### src/rtl/calc_entry_seq_if.sv
`default_nettype none
// ============================================================================
// Module  : calc_entry_seq_if
// Brief   : Key stream, calculator-core bus and result signals of the sequencer
// Revision: 1.0
// ============================================================================
interface calc_entry_seq_if;
    logic       key_valid;
    logic       key_ready;
    logic [1:0] key_type;
    logic [3:0] key_val;
    logic [3:0] a;
    logic [3:0] b;
    logic [2:0] oper;
    logic [7:0] result_in;
    logic [7:0] result_out;
    logic       result_valid;
    logic       err;
    logic       busy;

    modport master (
        output key_valid, key_type, key_val, result_in,
        input  key_ready, a, b, oper, result_out, result_valid, err, busy
    );

    modport slave (
        input  key_valid, key_type, key_val, result_in,
        output key_ready, a, b, oper, result_out, result_valid, err, busy
    );
endinterface
`default_nettype wire

### src/rtl/calc_entry_seq.sv
`default_nettype none
// ============================================================================
// Module  : calc_entry_seq
// Brief   : Key-entry sequencer feeding a 4-bit calculator core, with chaining
// Revision: 1.0
// ============================================================================
module calc_entry_seq #(
    parameter int SETTLE_CYCLES = 1
) (
    input wire              clk,
    input wire              rst_n,
    calc_entry_seq_if.slave bus
);

    localparam logic [2:0] S_A  = 3'd0;
    localparam logic [2:0] S_OP = 3'd1;
    localparam logic [2:0] S_B  = 3'd2;
    localparam logic [2:0] EXEC = 3'd3;
    localparam logic [2:0] DONE = 3'd4;

    localparam int            CW         = (SETTLE_CYCLES > 1) ? $clog2(SETTLE_CYCLES) : 1;
    localparam logic [CW-1:0] c_CNT_INIT = CW'(SETTLE_CYCLES - 1);

    localparam logic [1:0] c_KEY_DIGIT = 2'b00;
    localparam logic [1:0] c_KEY_OP    = 2'b01;
    localparam logic [1:0] c_KEY_EQ    = 2'b10;
    localparam logic [1:0] c_KEY_CLR   = 2'b11;

    localparam logic [2:0] c_OP_DIV = 3'b011;
    localparam logic [2:0] c_OP_MOD = 3'b100;
    localparam logic [2:0] c_OP_NOT = 3'b101;

    logic [2:0]    r_state;
    logic [3:0]    r_a;
    logic [3:0]    r_b;
    logic [2:0]    r_oper;
    logic [7:0]    r_result;
    logic          r_rvalid;
    logic          r_err;
    logic [CW-1:0] r_cnt;

    logic       w_ready;
    logic       w_take;
    logic       w_digit;
    logic       w_op;
    logic       w_eq;
    logic       w_clr;
    logic [2:0] w_opc;
    logic       w_opc_not;
    logic       w_div_zero;

    assign w_ready    = (r_state != EXEC);
    assign w_take     = bus.key_valid && w_ready;
    assign w_opc      = bus.key_val[2:0];
    assign w_opc_not  = (w_opc == c_OP_NOT);
    assign w_digit    = (bus.key_type == c_KEY_DIGIT);
    // Opcodes above NOT are swallowed like any unlisted key.
    assign w_op       = (bus.key_type == c_KEY_OP) && (w_opc <= c_OP_NOT);
    assign w_eq       = (bus.key_type == c_KEY_EQ);
    assign w_clr      = (bus.key_type == c_KEY_CLR);
    assign w_div_zero = ((r_oper == c_OP_DIV) || (r_oper == c_OP_MOD)) && (r_b == 4'd0);

    always_ff @(posedge clk or negedge rst_n) begin
        if (!rst_n) begin
            r_state  <= S_A;
            r_a      <= '0;
            r_b      <= '0;
            r_oper   <= '0;
            r_result <= '0;
            r_rvalid <= 1'b0;
            r_err    <= 1'b0;
            r_cnt    <= '0;
        end else begin
            r_rvalid <= 1'b0;
            if (r_state == EXEC) begin
                if (r_cnt == '0) begin
                    r_result <= bus.result_in;
                    r_rvalid <= 1'b1;
                    r_state  <= DONE;
                end else begin
                    r_cnt <= r_cnt - 1'b1;
                end
            end else if (w_take) begin
                if (w_clr) begin
                    r_a      <= '0;
                    r_b      <= '0;
                    r_oper   <= '0;
                    r_result <= '0;
                    r_err    <= 1'b0;
                    r_state  <= S_A;
                end else begin
                    case (r_state)
                        S_A: begin
                            if (w_digit) begin
                                r_a <= bus.key_val;
                            end else if (w_op) begin
                                r_oper <= w_opc;
                                if (w_opc_not) begin
                                    r_b     <= '0;
                                    r_cnt   <= c_CNT_INIT;
                                    r_state <= EXEC;
                                end else begin
                                    r_state <= S_OP;
                                end
                            end
                        end
                        S_OP: begin
                            if (w_digit) begin
                                r_b     <= bus.key_val;
                                r_state <= S_B;
                            end else if (w_op) begin
                                r_oper <= w_opc;
                                if (w_opc_not) begin
                                    r_b     <= '0;
                                    r_cnt   <= c_CNT_INIT;
                                    r_state <= EXEC;
                                end
                            end
                        end
                        S_B: begin
                            if (w_digit) begin
                                r_b <= bus.key_val;
                            end else if (w_eq) begin
                                // Division by zero never reaches the core.
                                if (w_div_zero) begin
                                    r_err    <= 1'b1;
                                    r_result <= '0;
                                    r_rvalid <= 1'b1;
                                    r_state  <= DONE;
                                end else begin
                                    r_cnt   <= c_CNT_INIT;
                                    r_state <= EXEC;
                                end
                            end
                        end
                        DONE: begin
                            if (w_digit) begin
                                r_a     <= bus.key_val;
                                r_b     <= '0;
                                r_oper  <= '0;
                                r_err   <= 1'b0;
                                r_state <= S_A;
                            end else if (w_op) begin
                                // Chaining keeps only the low nibble of the previous result.
                                r_a    <= r_result[3:0];
                                r_oper <= w_opc;
                                r_err  <= 1'b0;
                                if (w_opc_not) begin
                                    r_b     <= '0;
                                    r_cnt   <= c_CNT_INIT;
                                    r_state <= EXEC;
                                end else begin
                                    r_state <= S_OP;
                                end
                            end
                        end
                        default: r_state <= S_A;
                    endcase
                end
            end
        end
    end

    assign bus.key_ready    = w_ready;
    assign bus.busy         = (r_state == EXEC);
    assign bus.a            = r_a;
    assign bus.b            = r_b;
    assign bus.oper         = r_oper;
    assign bus.result_out   = r_result;
    assign bus.result_valid = r_rvalid;
    assign bus.err          = r_err;

endmodule
`default_nettype wire

### src/flat_wrapper.sv
// flat-port wrapper written by rule: the top's interface ports become plain ports
module calc_entry_seq_flat 
#(
    parameter int SETTLE_CYCLES = 1
)
  (clk, rst_n, bus_key_valid, bus_key_type, bus_key_val, bus_result_in, bus_key_ready, bus_a, bus_b, bus_oper, bus_result_out, bus_result_valid, bus_err, bus_busy);
  calc_entry_seq_if bus_i ();
  input wire clk;
  input wire rst_n;
  input wire logic [$bits(bus_i.key_valid)-1:0] bus_key_valid;
  input wire logic [$bits(bus_i.key_type)-1:0] bus_key_type;
  input wire logic [$bits(bus_i.key_val)-1:0] bus_key_val;
  input wire logic [$bits(bus_i.result_in)-1:0] bus_result_in;
  output wire logic [$bits(bus_i.key_ready)-1:0] bus_key_ready;
  output wire logic [$bits(bus_i.a)-1:0] bus_a;
  output wire logic [$bits(bus_i.b)-1:0] bus_b;
  output wire logic [$bits(bus_i.oper)-1:0] bus_oper;
  output wire logic [$bits(bus_i.result_out)-1:0] bus_result_out;
  output wire logic [$bits(bus_i.result_valid)-1:0] bus_result_valid;
  output wire logic [$bits(bus_i.err)-1:0] bus_err;
  output wire logic [$bits(bus_i.busy)-1:0] bus_busy;
  assign bus_i.key_valid = bus_key_valid;
  assign bus_i.key_type = bus_key_type;
  assign bus_i.key_val = bus_key_val;
  assign bus_i.result_in = bus_result_in;
  assign bus_key_ready = bus_i.key_ready;
  assign bus_a = bus_i.a;
  assign bus_b = bus_i.b;
  assign bus_oper = bus_i.oper;
  assign bus_result_out = bus_i.result_out;
  assign bus_result_valid = bus_i.result_valid;
  assign bus_err = bus_i.err;
  assign bus_busy = bus_i.busy;
  calc_entry_seq #(.SETTLE_CYCLES(SETTLE_CYCLES)) u_core (.clk(clk), .rst_n(rst_n), .bus(bus_i));
endmodule
### config.mk
export PLATFORM = sky130hd
export DESIGN_NAME = calc_entry_seq_flat
export DESIGN_NICKNAME = d
export VERILOG_FILES = /design/src/rtl/calc_entry_seq_if.sv /design/src/rtl/calc_entry_seq.sv /design/src/flat_wrapper.sv
export SDC_FILE = /design/constraint.sdc
export NUM_CORES = 1
export LEC_CHECK = 0
export CORE_MARGIN = 4
export CORE_UTILIZATION = 50
export DETAILED_ROUTE_END_ITERATION = 10
export GPL_ROUTABILITY_DRIVEN = 0
export PLACE_DENSITY = 0.91
export SLEW_MARGIN = 30
export SYNTH_ARGS = -nofsm -noshare
export SYNTH_HDL_FRONTEND = slang
export SYNTH_SLANG_ARGS = --single-unit
### constraint.sdc
create_clock -name clk -period 3.45 [get_ports clk]
set_input_delay 0.345 -clock clk [delete_from_list [all_inputs] [get_ports clk]]
set_output_delay 0.345 -clock clk [all_outputs]
set_load 0.05 [all_outputs]
==> metrics.log, run 1 <==
[metrics] flip-flop cell with the highest count after synthesis: sky130_fd_sc_hd__dfrtp_1
[metrics] die footprint: 0.004138 mm^2
[metrics] count of boundary I/O pins: 40
[metrics] area of the core region: roughly 0.0031 mm^2
[metrics] residual overflow from global routing: 0
[metrics] post-route DRC violation count: 0
[metrics] total area of multi-input combinational cells: around 900 um^2
[metrics] die height: 64.33 um
[metrics] unrepaired setup endpoints after global routing: no
[metrics] utilization after layout: 0.6623
[metrics] Clock Sinks: 24
[metrics] register-to-register path setup slack: ~1.4 ns
[metrics] hold-fix buffers at CTS: 1
[metrics] TritonCTS clock tree: built
[metrics] endpoint class of the critical path: primary output
[metrics] number of endpoints with negative hold slack in the final report: 0
[metrics] Design Power: around 1.8 mW
[metrics] cell type contributing the most total cell area after synthesis: sky130_fd_sc_hd__dfrtp_1
[metrics] number of gates given a new drive strength after cts: 0
[metrics] transition time at the pin with the least slew margin: ~0.83 ns
[metrics] TritonCTS Buffers: 3
[metrics] number of routed nets with antenna violations: 0
[metrics] Synth top area share: 0.3785
[metrics] post-synthesis average cell area: ~10 um^2
[metrics] clock slew at reported path FFs: between 0.1 and 0.15 ns
[metrics] Setup-failing EPs final: 0
[metrics] wire length per cell: about 17 um
[metrics] Cell Area, Synth: roughly 0.0016 mm^2
[metrics] net count of the finished layout: 215
[metrics] maximum number of pins on one net before global-route repair: 26
[metrics] post-route non-filler standard cell count: approximately 240
[metrics] outcome: complete, no violations
[metrics] endpoint arrival time on the critical path: 2.59 ns
[metrics] starting DRC count in detailed routing: approximately 130
[metrics] Longest Clk Path Bufs: 2
[metrics] Die Wd: 64.33 um
[metrics] # rows: 20
[metrics] Crit path required time: around 3.1 ns
[metrics] starting density of the core: 0.5197
[metrics] CTS root buffer: sky130_fd_sc_hd__clkbuf_4
[metrics] total detailed-routing wirelength: around 4100 um
[metrics] ys async rst share: 1.000
[metrics] dpl hpwl: 3012 um
[metrics] WP buf/inv: 2
[metrics] number of synthesized flops with an enable pin: 0
[metrics] number of max-slew violations in the final report: 0
[metrics] Crit path max-delay family: buffers and inverters
[metrics] crit path max-delay cell type: sky130_fd_sc_hd__clkdlybuf4s50_1
[metrics] post-placement cell count: between 200 and 250
[metrics] filler instances: 232
[metrics] share of the cycle needed by the critical path after routing: 0.8496
[metrics] Overall Global Routing Usage: 0.2075
[metrics] Worst path depth: 4
[metrics] FF+latch area: ~600 um^2
[metrics] worst clock skew: between 0.009 and 0.01 ns
[metrics] max_slew headroom: 0.4500
[metrics] first-pass detailed-route iteration total: 4
[metrics] cells on worst reg2reg path: 5
[metrics] worst min path class: in -> async
[metrics] final critical path time including I/O delays and setup: 2.931 ns
[metrics] share of layout cells above drive strength 1: 0.09845
[metrics] Worst setup SP type: flip-flop
[metrics] global-route wire length before repair: around 6700 um
[metrics] antenna violations before repair: 0
[metrics] Max Clock Freq: about 340 MHz
[metrics] power per standard cell area: 901.4 mW/mm^2
[metrics] clock latency at the later pin of the worst-skew pair: between 0.3 and 0.4 ns
[metrics] Critical R2R Capture: u_core.bus.result_out[7]
[metrics] cell breakdown of the critical path: nor2b_1 -> nand2_1 -> inv_1 -> clkdlybuf4s50_1
[metrics] worst vdd rail ir drop: approximately 0.00055 V
[metrics] ANT cells: 0
[metrics] Reg-to-Reg Start: u_core.r_state[2]
[metrics] CTS H-tree lvls: 1
[metrics] max_cap viols: 0
[metrics] Post-Syn Instances: about 160
[metrics] Layout area overhead: 27.44%
[metrics] worst-path maximum fanout: 13
[metrics] leakage power of the design: approximately 0.82 nW
[metrics] port buffer count: 39
[metrics] number of global-route vias before repair: roughly 1.4k
[metrics] detailed-route via count: between 1k and 1.5k
[metrics] total number of yosys warnings: 0
[metrics] post-synth net total: 180
[metrics] portion of the post-synthesis area used by sequential elements: 0.3785
[metrics] Slowest Stage Delay on Critical Path: 0.87 ns
[metrics] number of register bits inferred by synthesis: 24
[metrics] cell types with the largest area share after synthesis: sky130_fd_sc_hd__dfrtp_1 (38%), sky130_fd_sc_hd__a22o_1 (4.4%), sky130_fd_sc_hd__nand2b_1 (3.5%), sky130_fd_sc_hd__ha_1 (3.2%), sky130_fd_sc_hd__mux2_2 (2.8%)
[metrics] Cell variety after synth: 52
[metrics] most numerous cell in the Yosys netlist: sky130_fd_sc_hd__dfrtp_1
[metrics] classification of the worst setup path: reg -> out
[metrics] final setup TNS: 0 ns
[metrics] Post-CTS Setup Repair Bufs: 0
[metrics] via density per instance: just over 6
[metrics] most numerous cell types in the synthesized netlist: sky130_fd_sc_hd__dfrtp_1 (24), sky130_fd_sc_hd__nand2_1 (9), sky130_fd_sc_hd__nand2b_1 (9), sky130_fd_sc_hd__a22o_1 (8)
-- routing by layer --
metal / vias up / GRT usage / wire length (um) / part of all wire
li1: 681 / - / - / -
met4: 0 / 0.08971 / 114 / 0.028
met3: 12 / 0.04921 / 355 / 0.087
met5: - / 0 / 0 / 0
met2: 74 / 0.3479 / 1953 / 0.48
met1: 687 / 0.2519 / 1654 / 0.41
-- state kept, by name (all words and copies together), names as in the netlist --
name	flops
u_core.bus.err	1
u_core.bus.result_out	8
u_core.bus.result_valid	1
u_core.bus.a	4
u_core.r_state	3
u_core.bus.b	4
u_core.bus.oper	3
-- area by class of cell --
| type | count | share of cell area |
|---|---|---|
| well taps | 44 | 0.02723 |
| clock buffers | 4 | 0.01795 |
| inverters | 6 | 0.01114 |
| repair buffers | 40 | 0.1955 |
| flip-flops and latches | 24 | 0.2970 |
| multi-input cells | 119 | 0.4511 |
-- worst max-delay path by stage --
stage | from | end
4_1_cts | u_core.r_state[1] | bus_busy
3_5_place_dp | bus_key_type[1] | u_core.bus.oper[1]
6_report | u_core.r_state[1] | bus_busy
5_1_grt | u_core.r_state[1] | bus_busy
2_1_floorplan | u_core.r_state[2] | u_core.r_state[2]
3_3_place_gp | bus_key_type[0] | u_core.bus.oper[2]
-- stage by stage --
step / hold WS [ns] / worst slack, ns / instance area [um^2]
4_1_cts: 0.5227 / 0.5330 / 2022
6_report: 0.5096 / 0.5189 / 2022
3_3_place_gp: 0.4845 / 0.7601 / 1981
5_1_grt: 0.5241 / 0.3365 / 2022
2_1_floorplan: 0.04941 / 1.242 / 1587
3_5_place_dp: 0.3535 / 0.6335 / 1976
-- logic make-up (layout without fill, tap and decap cells) --
| kind of cell | Yosys count | in the layout | share of synthesized area |
|---|---|---|---|
| AOI/OAI and AO/OA | 54 | 54 | 0.2737 |
| xor gates and xnor gates | 2 | 2 | 0.01104 |
| adders and majority gates | 4 | 4 | 0.03155 |
| buffers and inverters | 16 | 50 | 0.04652 |
| DFF | 24 | 24 | 0.3786 |
| muxes | 9 | 9 | 0.06230 |
| and+or+nand+nor | 50 | 50 | 0.1964 |
-- cells in the final DEF (no fill, tap or decap), drive strengths merged, types with 5 or more instances in the layout --
cell type	n
nor2	5
nand2b	9
dfrtp	24
nand2	9
o21ai	7
a22o	8
a21oi	6
inv	6
mux2	7
clkdlybuf4s50	38
-- report_power, final --
group	internal, mW	switching (mW)	total (mW)
Combinational	0.434	0.679	1.11
Clock	0.0647	0.0864	0.151
Sequential	0.401	0.157	0.558
-- worst reg2reg max path, delay by kind of cell (launching register included) --
family	cells	cell delay (ns)
compound gates	2	0.80
buf+inv	1	0.19
flops	1	0.72
simple gates	2	0.32
No activity file was read; power rests on OpenSTA's default activity.
==> inputs of run 2 (changes only) <==
--- a/config.mk
+++ b/config.mk
@@ -6,10 +6,10 @@
 export NUM_CORES = 1
 export LEC_CHECK = 0
 export CORE_MARGIN = 4
-export CORE_UTILIZATION = 50
+export CORE_UTILIZATION = 44
 export DETAILED_ROUTE_END_ITERATION = 10
 export GPL_ROUTABILITY_DRIVEN = 0
-export PLACE_DENSITY = 0.91
+export PLACE_DENSITY = 0.86
 export SLEW_MARGIN = 30
 export SYNTH_ARGS = -nofsm -noshare
 export SYNTH_HDL_FRONTEND = slang
==> constraint.sdc (replaced) <==
create_clock -name clk -period 2.4 [get_ports clk]
set_input_delay 0.24 -clock clk [delete_from_list [all_inputs] [get_ports clk]]
set_output_delay 0.24 -clock clk [all_outputs]
set_load 0.05 [all_outputs]
==> metrics.log, run 2 (synthesis gave the netlist of run 1 again) <==
[metrics] endpoint class of the critical path: primary output
[metrics] cell breakdown of the critical path: nand2_1 -> clkdlybuf4s50_1
[metrics] CTS root buffer: sky130_fd_sc_hd__clkbuf_4
[metrics] residual overflow from global routing: 0
[metrics] Post-CTS Setup Repair Bufs: 0
[metrics] post-route DRC violation count: 0
[metrics] number of gates given a new drive strength after cts: 0
[metrics] TritonCTS clock tree: built
[metrics] crit path max-delay cell type: sky130_fd_sc_hd__dfrtp_1
[metrics] most common cell after layout, fill and taps aside: sky130_fd_sc_hd__clkdlybuf4s50_1
[metrics] Design Power: ~2.8 mW
[metrics] Max Clock Freq: roughly 440 MHz
[metrics] share of the cycle needed by the critical path after routing: 0.9491
[metrics] final setup TNS: 0 ns
[metrics] transition time at the pin with the least slew margin: around 0.63 ns
[metrics] total detailed-routing wirelength: 4196 um
[metrics] number of max-slew violations in the final report: 0
[metrics] Clock Sinks: 24
[metrics] share of layout cells above drive strength 1: 0.1478
[metrics] unrepaired setup endpoints after global routing: no
[metrics] antenna violations before repair: 0
[metrics] classification of the worst setup path: reg -> out
[metrics] dpl hpwl: roughly 3200 um
[metrics] via density per instance: a little under 6
[metrics] number of endpoints with negative hold slack in the final report: 0
[metrics] TritonCTS Buffers: 3
[metrics] ANT cells: 0
[metrics] global-route wire length before repair: 7044 um
[metrics] Crit path max-delay family: flip-flops
[metrics] detailed-route via count: 1459
[metrics] area of the core region: between 0.003 and 0.004 mm^2
[metrics] first-pass detailed-route iteration total: 4
[metrics] # rows: 21
[metrics] max_cap viols: 0
[metrics] outcome: complete, no violations
[metrics] endpoint arrival time on the critical path: 2.04 ns
[metrics] hold-fix buffers at CTS: 0
[metrics] power per standard cell area: between 1000 and 1500 mW/mm^2
[metrics] leakage power of the design: slightly below 0.9 nW
[metrics] net count of the finished layout: between 200 and 250
[metrics] starting DRC count in detailed routing: 101
[metrics] clock slew at reported path FFs: roughly 0.15 ns
[metrics] die footprint: between 0.004 and 0.005 mm^2
[metrics] final critical path time including I/O delays and setup: ~2.3 ns
[metrics] die height: a little under 70 um
[metrics] CTS H-tree lvls: 1
[metrics] Setup-failing EPs final: 0
[metrics] hold_ws: 0.2550 ns
[metrics] Overall Global Routing Usage: 0.2006
[metrics] worst min path class: in -> async
[metrics] Layout area overhead: 34.15%
[metrics] Crit path required time: 2.16 ns
[metrics] port buffer count: 39
[metrics] count of boundary I/O pins: 40
[metrics] flip-flop count of the largest register, all copies and words added: 8
[metrics] starting density of the core: 0.4645
[metrics] most frequent cells in the layout: sky130_fd_sc_hd__clkdlybuf4s50_1 (38), sky130_fd_sc_hd__dfrtp_1 (24), sky130_fd_sc_hd__buf_4 (11), sky130_fd_sc_hd__nand2_1 (9), sky130_fd_sc_hd__nand2b_1 (9)
[metrics] wire length per cell: 16.85 um
[metrics] maximum number of pins on one net before global-route repair: 25
[metrics] Worst setup SP type: flip-flop
[metrics] utilization after layout: 0.6231
[metrics] number of routed nets with antenna violations: 0
[metrics] clock latency at the later pin of the worst-skew pair: roughly 0.32 ns
[metrics] filler instances: 300
[metrics] worst-path maximum fanout: 18
[metrics] Longest Clk Path Bufs: 2
[metrics] Die Wd: between 60 and 70 um
[metrics] worst clock skew: ~0.005 ns
[metrics] worst vdd rail ir drop: 0.0007850 V
[metrics] max_slew headroom: 0.5777
[metrics] number of global-route vias before repair: 1428
[metrics] WP buf/inv: 1
[metrics] Slowest Stage Delay on Critical Path: between 0.7 and 0.8 ns
[run 2: changes by cell type in the layout (fill, tap and decap cells not counted)]
cell                            previous run  this run
sky130_fd_sc_hd__buf_12                    0         1
sky130_fd_sc_hd__buf_4                     0        11
sky130_fd_sc_hd__buf_2                     1         0
sky130_fd_sc_hd__bufinv_16                 0         1
sky130_fd_sc_hd__dlygate4sd3_1             1         0
sky130_fd_sc_hd__clkbuf_8                  1         0
[run 2: worst paths after layout]
check | to | slack [ns] | depth (start not counted) | start
max | bus_key_ready | 0.12 | 2 | u_core.r_state[0]
min | u_core.bus.b[0] | 0.25 | 2 | rst_n
min in group clk | u_core.bus.result_out[5] | 0.51 | 2 | bus_result_in[5]
max reg2reg | u_core.bus.result_out[1] | 0.40 | 4 | u_core.r_state[0]
min reg2reg | u_core.bus.result_out[4] | 0.52 | 1 | u_core.bus.result_out[4]
max in group asynchronous | u_core.bus.result_out[4] | 1.91 | 2 | rst_n
[run 2: stage by stage]
step	instance area (um^2)	cells	worst slack, ns
global placement	2076	245	0.1556
global route	2128	249	0.01241
CTS	2128	249	0.1079
floorplan	1587	159	0.1919
finish	2128	249	0.1221
detailed placement	2076	245	0.04535
[run 2: worst reg2reg max path: stages (launching register included)]
cell                      delay (ns)
sky130_fd_sc_hd__dfrtp_1        0.63
sky130_fd_sc_hd__nand2_1        0.22
sky130_fd_sc_hd__inv_1          0.24
sky130_fd_sc_hd__o31ai_2        0.63
sky130_fd_sc_hd__a22o_1         0.23
[run 2: report_power, final]
part | internal, mW | total (mW) | leakage [nW] | switching [mW]
Sequential | 0.577 | 0.758 | 0.292 | 0.182
Clock | 0.169 | 0.305 | 0.0279 | 0.136
Combinational | 0.664 | 1.69 | 0.567 | 1.03
[run 2: cell type report]
type,count,area (um^2),area share
Clock inverter,1,30.03,0.01411
Clock buffer,3,22.52,0.01058
Inverter,6,22.52,0.01058
Tap cell,46,57.56,0.02704
Sequential cell,24,600.6,0.2822
Timing Repair Buffer,50,483.0,0.2269
Multi-Input combinational cell,119,912.1,0.4286
[run 2: layer usage]
layer,global-route usage,routed length [um],part of all wire
met1,0.2787,1845,0.44
met2,0.3213,1940,0.46
met3,0.02791,357,0.085
met4,0.06203,52,0.012
met5,0,0,0
